[src/rtl/pll_reset_sequencer.sv]
// Sequences iCE40 PLL reset, lock qualification and settle delay before releasing core reset.
// All outputs registered with state; lock input passes a 2-flop synchronizer (2 cycles); no backpressure.
module pll_reset_sequencer #(
   parameter int PLL_RESET_CYCLES = 8,
   parameter int LOCK_WINDOW      = 4,
   parameter int RELEASE_DELAY    = 128,
   parameter int LOCK_TIMEOUT     = 65535,
   parameter int MAX_RETRIES      = 3
) (
   input  logic       clk_12mhz,
   input  logic       reset_n,
   input  logic       run_req,
   input  logic       pll_locked,
   output logic       pll_resetb,
   output logic       core_reset_n,
   output logic [2:0] state,
   output logic       fault,
   output logic [1:0] retry_count
);

   localparam int RST_W  = $clog2(PLL_RESET_CYCLES + 1);
   localparam int LOCK_W = $clog2(LOCK_WINDOW + 1);
   localparam int DLY_W  = $clog2(RELEASE_DELAY + 1);
   localparam int TO_W   = $clog2(LOCK_TIMEOUT + 1);

   localparam logic [RST_W-1:0]  RST_LAST  = RST_W'(PLL_RESET_CYCLES - 1);
   localparam logic [LOCK_W-1:0] LOCK_LAST = LOCK_W'(LOCK_WINDOW - 1);
   localparam logic [DLY_W-1:0]  DLY_LAST  = DLY_W'(RELEASE_DELAY - 1);
   localparam logic [TO_W-1:0]   TO_LAST   = TO_W'(LOCK_TIMEOUT - 1);

   typedef enum logic [2:0] {
      ST_OFF       = 3'd0,
      ST_PLL_RST   = 3'd1,
      ST_WAIT_LOCK = 3'd2,
      ST_SETTLE    = 3'd3,
      ST_RUN       = 3'd4,
      ST_FAULT     = 3'd5
   } state_t;

   state_t            r_state;
   state_t            w_state_nxt;
   logic              r_lock_meta;
   logic              r_lock_s;
   logic [RST_W-1:0]  r_rst_cnt;
   logic [RST_W-1:0]  w_rst_cnt_nxt;
   logic [LOCK_W-1:0] r_lock_cnt;
   logic [LOCK_W-1:0] w_lock_cnt_nxt;
   logic [DLY_W-1:0]  r_dly_cnt;
   logic [DLY_W-1:0]  w_dly_cnt_nxt;
   logic [TO_W-1:0]   r_to_cnt;
   logic [TO_W-1:0]   w_to_cnt_nxt;
   logic [1:0]        r_retry_count;
   logic [1:0]        w_retry_nxt;
   logic              r_pll_resetb;
   logic              r_core_reset_n;
   logic              r_fault;
   logic              w_pll_resetb_nxt;
   logic              w_core_reset_n_nxt;
   logic              w_fault_nxt;

   // Counters default to zero so every state entry starts them cleared.
   always_comb begin
      w_state_nxt    = r_state;
      w_rst_cnt_nxt  = '0;
      w_lock_cnt_nxt = '0;
      w_dly_cnt_nxt  = '0;
      w_to_cnt_nxt   = '0;
      w_retry_nxt    = r_retry_count;
      if (!run_req && (r_state != ST_OFF)) begin
         w_state_nxt = ST_OFF;
      end else begin
         case (r_state)
            ST_OFF: begin
               if (run_req) begin
                  w_state_nxt = ST_PLL_RST;
                  w_retry_nxt = 2'd0;
               end
            end
            ST_PLL_RST: begin
               if (r_rst_cnt == RST_LAST) w_state_nxt = ST_WAIT_LOCK;
               else                       w_rst_cnt_nxt = r_rst_cnt + 1'b1;
            end
            ST_WAIT_LOCK: begin
               if (r_lock_s && (r_lock_cnt == LOCK_LAST)) begin
                  w_state_nxt = ST_SETTLE;
               end else if (r_to_cnt == TO_LAST) begin
                  if (32'(r_retry_count) == MAX_RETRIES) begin
                     w_state_nxt = ST_FAULT;
                  end else begin
                     w_state_nxt = ST_PLL_RST;
                     w_retry_nxt = (r_retry_count == 2'd3) ? 2'd3 : r_retry_count + 2'd1;
                  end
               end else begin
                  w_to_cnt_nxt   = r_to_cnt + 1'b1;
                  w_lock_cnt_nxt = r_lock_s ? r_lock_cnt + 1'b1 : '0;
               end
            end
            ST_SETTLE: begin
               if (!r_lock_s) begin
                  w_state_nxt = ST_WAIT_LOCK;
               end else if (r_dly_cnt == DLY_LAST) begin
                  w_state_nxt = ST_RUN;
                  w_retry_nxt = 2'd0;
               end else begin
                  w_dly_cnt_nxt = r_dly_cnt + 1'b1;
               end
            end
            ST_RUN: begin
               if (!r_lock_s) w_state_nxt = ST_PLL_RST;
            end
            ST_FAULT: w_state_nxt = ST_FAULT;
            default:  w_state_nxt = ST_OFF;
         endcase
      end
      w_pll_resetb_nxt   = (w_state_nxt == ST_WAIT_LOCK) || (w_state_nxt == ST_SETTLE) ||
                           (w_state_nxt == ST_RUN);
      w_core_reset_n_nxt = (w_state_nxt == ST_RUN);
      w_fault_nxt        = (w_state_nxt == ST_FAULT);
   end

   always_ff @(posedge clk_12mhz) begin
      if (!reset_n) begin
         r_state        <= ST_OFF;
         r_lock_meta    <= 1'b0;
         r_lock_s       <= 1'b0;
         r_rst_cnt      <= '0;
         r_lock_cnt     <= '0;
         r_dly_cnt      <= '0;
         r_to_cnt       <= '0;
         r_retry_count  <= 2'd0;
         r_pll_resetb   <= 1'b0;
         r_core_reset_n <= 1'b0;
         r_fault        <= 1'b0;
      end else begin
         r_state        <= w_state_nxt;
         r_lock_meta    <= pll_locked;
         r_lock_s       <= r_lock_meta;
         r_rst_cnt      <= w_rst_cnt_nxt;
         r_lock_cnt     <= w_lock_cnt_nxt;
         r_dly_cnt      <= w_dly_cnt_nxt;
         r_to_cnt       <= w_to_cnt_nxt;
         r_retry_count  <= w_retry_nxt;
         r_pll_resetb   <= w_pll_resetb_nxt;
         r_core_reset_n <= w_core_reset_n_nxt;
         r_fault        <= w_fault_nxt;
      end
   end

   assign state        = r_state;
   assign pll_resetb   = r_pll_resetb;
   assign core_reset_n = r_core_reset_n;
   assign fault        = r_fault;
   assign retry_count  = r_retry_count;

endmodule

[config.mk]
export PLATFORM = sky130hd
export DESIGN_NAME = pll_reset_sequencer
export DESIGN_NICKNAME = d
export VERILOG_FILES = /design/src/rtl/pll_reset_sequencer.sv
export SDC_FILE = /design/constraint.sdc
export NUM_CORES = 1
export LEC_CHECK = 0
export CORE_ASPECT_RATIO = 0.5
export CORE_MARGIN = 4
export CORE_UTILIZATION = 50
export CTS_CLUSTER_SIZE = 40
export DETAILED_ROUTE_END_ITERATION = 8
export PLACE_DENSITY = 0.72
export SLEW_MARGIN = 5
export SYNTH_ARGS = -nofsm -noshare
export SYNTH_HDL_FRONTEND = slang
export SYNTH_SLANG_ARGS = --single-unit
[constraint.sdc]
create_clock -name clk_12mhz -period 2.3 [get_ports clk_12mhz]
set_input_delay 0.46 -clock clk_12mhz [delete_from_list [all_inputs] [get_ports clk_12mhz]]
set_output_delay 0.46 -clock clk_12mhz [all_outputs]
set_load 0.02 [all_outputs]
* Word-level counts from Yosys, hierarchy flattened *
Cells that the tools add are included.

word-level totals
  register bits = 41
  output and inout port bits = 8
  bits of input ports = 4
  logic and storage cells = 72

cells by class
  eq/ne operators = 20
  bitwise logic cells = 6
  $add $sub $neg = 5
  reductions and logical operators = 13
  muxes and demuxes = 17

operators by type and width
  operator                                                               number
  3-bit 2-to-1 mux                                                       9
  3-bit one-hot mux with 6 select lines                                  1
  16-bit by 1-bit adder with 16-bit output, second input constant        1
  16-bit equality test, second input constant                            1
  3-bit by 2-bit equality test with 1-bit output, second input constant  5
  3-bit equality test, second input constant                             4
  2-bit 2-to-1 mux                                                       6
  2-bit != test, second input constant                                   6
  5-bit OR reduction                                                     2
  8-bit by 1-bit adder with 8-bit output, second input constant          1
  8-bit by 7-bit equality test with 1-bit output, second input constant  1
  8-bit AND reduction                                                    1
  1-bit inverter                                                         6
  2-bit one-hot mux with 3 select lines                                  1
  3-bit nonzero test                                                     2
  6-bit OR reduction                                                     1
  4-bit by 1-bit adder with 4-bit output, second input constant          1
  4-bit by 3-bit equality test with 1-bit output, second input constant  1
  4-bit OR reduction                                                     1
  3-bit by 1-bit adder with 3-bit output, second input constant          1
  3-bit by 1-bit equality test with 1-bit output, second input constant  1
  3-bit logical NOT                                                      1
  2-bit by 1-bit adder with 2-bit output, second input constant          1
  2-bit equality test, second input constant                             1
  3 further kinds                                                        5

* Logic depth before layout (Yosys ltp) *
  word-level depth = 9
  depth in mapped cells = 8
  gate-level depth less buffers = 7

* Worst setup path before layout *
OpenSTA, ideal clock, no wires.

  path type = reg2reg
  start = reg r_dly_cnt[0]
  end = reg r_retry_count[0] (netlist: retry_count[0])
  stages on the path, launching flop included = 7
  data required time = 2.228 ns
  period minus slack after synthesis = 1.717 ns
  library setup time = 0.072 ns
  slack = 0.583 ns
  arrival = 1.645 ns
  path buffers = 0
  cell sequence = dfxtp_1 > ha_1 > nand4_1 > o41ai_1 > a21oi_2 > nor4_4 > mux2i_1

between the ends
  longest elaborated chain between the ends = 3

ends and longest elaborated chain
  element                                         line  source
  start, declared                                 48    logic [DLY_W-1:0] r_dly_cnt;
  start signal, assigned                          140   r_dly_cnt <= w_dly_cnt_nxt;
  8-bit by 7-bit equality test with 1-bit output  101   end else if (r_dly_cnt == DLY_LAST) begin
  2-bit != test (no source line)                  -
  8-bit AND reduction (no source line)            -
  end signal, assigned                            142   r_retry_count <= w_retry_nxt;
  end, declared                                   52    logic [1:0] r_retry_count;

No other way between the ends.
A chain may end at the register's enable or synchronous reset.

* Worst setup path in the final report *
  start = reg r_state[0] (netlist: state[0])
  end = out state[0]

RTL lines
  element                 line  source
  start, declared         40    state_t r_state;
  start signal, assigned  135   r_state <= w_state_nxt;
  end, declared           16    output logic [2:0] state,

No word-level cell between the ends.

==> flow_metrics.py <==
metrics = {
    "run_status": {
        "status": "completed",
    },
    "placement": {
        "place_area_um2": 1980,
        "finalWeightedCongestion": 0.812,
        "dp_hpwl_um": 2390,
        "portBuffers": 11,
    },
    "layout": {
        "drive_gt1_frac": 0.0591,
        "post-route-util": 0.595,
        "final_area_um2": 2060,
        "syn2layout_area_growth_pct": 12.9,
        "fin_nets": 230,
        "antennaDiodeCount": 0,
    },
    "synthesis": {
        "synth_edf_count": 0,
        "syn_avg_cell_area_um2": 8.84,
        "yosys-top-cells-count": "41 x dfxtp_1, 40 x nor2_1, 13 x nand2_1, 13 x nand3_1, 11 x xor2_1",
        "synth_area_um2": 1830,
        "yosysMostFrequentCell": "dfxtp_1",
        "syn-num-nets": 218,
        "synthDistinctLibCells": 37,
        "synth_top_cell_by_area": "dfxtp_1",
        "synthFlopType": "dfxtp_1",
        "synth_area_leaders": "dfxtp_1 45%, nor2_1 8.2%, xor2_1 5.3%",
        "ys_async_sr_fraction": 0,
        "netlist_instances": 207,
        "yosys_register_bits": 41,
        "ys_seq_area_frac": 0.449,
        "yosysWarnings": 0,
        "synth.top_cell.area_share": 0.449,
    },
    "timing": {
        "timing.hold.ws_ps": 427,
        "rsz0062_at_grt": "false",
        "fin_setup_tns_ps": 0,
        "finalSetupViolations": 0,
        "relSlewSlack": 0.628,
        "finalCriticalPeriod_ps": 1960,
        "fin_crit_sh": 0.852,
        "slew_viol_final": 0,
        "fmax_mhz": 510,
        "worst_slew_pin_slew_ps": 558,
        "finClkSkew_ps": 5.20,
        "hold_viol": 0,
    },
    "detailed_routing": {
        "drtIter0Drc": 59,
        "firstDrtPassIters": 4,
        "postRouteWirelength_um": 3240,
        "final_antenna_net_count": 0,
        "post_drt_via_cell_ratio": 5.04,
        "wl_per_cell_um": 11.9,
        "num_vias": 1365,
        "route.detailed.drc": 0,
    },
    "power_and_ir_drop": {
        "p_leak_uw": 0.000717,
        "p_total_uw": 1220,
        "ir_drop_v": 0.000290,
        "power_density_nw_per_um2": 592,
    },
    "grt": {
        "grt_use_total": 0.166,
        "grt_max_degree": 17,
        "antenna_found_initial": 0,
        "grt_pass1_wl_um": 5980,
        "gr-total-overflow": 0,
        "grt_pass1_vias": 1338,
    },
    "die": {
        "die_y_um": 50.8,
        "die_area_um2": 4750,
        "initial_core_util": 0.527,
        "dieWidth_um": 93.5,
        "pin_count": 12,
        "placementRows": 15,
        "core-area_um2": 3470,
    },
    "critical_path": {
        "cpPeakStageDelay_ps": 680,
        "worstPathRequired_ps": 1840,
        "worstPathCellList": "clkdlybuf4s50_1",
        "critPathKind": "reg -> out",
        "cp-end-kind": "output pin",
        "cp.buffers_inverters": 1,
        "reg2reg_setup_slack_ps": 380,
        "path_max_fanout": 11,
        "critPathArrivalTime_ps": 1500,
        "r2r_cells": 6,
        "cp-start-kind": "register",
        "rr_endpoint": "retry_count[1]",
        "crit_family": "buffers and inverters",
        "r2r_start": "r_dly_cnt[0]",
        "slowest_stage": "clkdlybuf4s50_1",
    },
    "clock_tree": {
        "cts_tree": "yes",
        "clockBufferDepth": 2,
        "cts.sinks": 41,
        "postCtsHoldBufs": 0,
        "h-tree-depth": 2,
        "clk_latency_ps": 290,
        "numCtsBuffers": 5,
        "post-cts-setup-buffers": 0,
        "cts-resized-gates": 0,
        "root_buffer": "clkbuf_8",
        "clk_pin_slew_ps": 80,
    },
    "min_path": {
        "hp-class": "reg -> reg",
        "hold_depth": 1,
        "min-delay-start": "r_lock_cnt[0]",
        "holdPathEnd": "r_lock_cnt[0]",
    },
    "run": {
        "max_cap_viol_count": 0,
    },
}
-- where the power goes --
group | switching, uW | internal, uW | total (uW)
clock network | 246 | 209 | 455
logic | 23.9 | 22.5 | 46.4
registers | 6.78 | 713 | 720
total | 277 | 945 | 1220
-- final cells by class --
class	count	area [um^2]
clock buffer	5	68.8
clock inverter	3	17.5
multi-input combinational	152	953
fill	317	1410
tap	51	63.8
inverter	8	30.0
sequential	41	821
timing repair buffer	11	110
-- routing by layer --
metal,up-vias,part of all wire,GRT usage
met5,-,0,0
met1,615,0.48,0.203
met2,18,0.47,0.265
li1,727,-,-
met3,5,0.039,0.0644
met4,0,0.010,0.0671
-- through the flow --
step	cells	worst slack (ps)
final	271	341
after global routing	271	145
after CTS	271	323
after detailed placement	263	152
after global placement	263	243
after floorplan	207	583
-- placed cells by master (no fill, tap or decap), types with 5 or more instances in the layout --
master	netlist	layout
nor2b_1	6	6
o21ai_0	6	6
nor3_1	5	5
nand4_1	6	6
clkbuf_8	0	5
a21oi_1	6	6
ha_1	7	7
dfxtp_1	41	41
xor2_1	11	11
clkdlybuf4s50_1	0	11
nand2_1	13	13
nor2_1	40	40
xnor2_1	9	9
inv_1	8	8
nand3_1	13	13
-- how the worst max path moves through the flow --
stage                      start        endpoint  slack [ps]  cells after the start
global route        r_dly_cnt[0]  retry_count[1]         140                      6
CTS                     state[0]        state[0]         320                      1
finish                  state[0]        state[0]         340                      1
global placement         run_req    r_to_cnt[12]         240                      5
floorplan           r_dly_cnt[0]  retry_count[0]         580                      6
detailed placement       run_req    r_to_cnt[12]         150                      5
-- logic make-up (layout without fill, tap and decap cells) --
| logic type | Yosys count | in the layout | share of synthesized area |
|---|---|---|---|
| AO/OA/AOI/OAI | 23 | 23 | 0.0807 |
| XOR/XNOR | 20 | 20 | 0.0958 |
| multiplexers | 2 | 2 | 0.0109 |
| adder cells (fa/ha/maj) | 7 | 7 | 0.0479 |
| flip-flops | 41 | 41 | 0.449 |
| AND/OR/NAND/NOR | 100 | 100 | 0.286 |
| buffers and inverters | 14 | 27 | 0.0301 |
-- flip-flops by register name, summed over array words and instances, names as in the netlist --
name / cells
r_to_cnt: 16
r_dly_cnt: 8
r_rst_cnt: 4
r_lock_cnt: 3
state: 3
retry_count: 2
core_reset_n: 1
fault: 1
pll_resetb: 1
r_lock_meta: 1
r_lock_s: 1
Note: power is estimated with default switching activity, not from simulation.
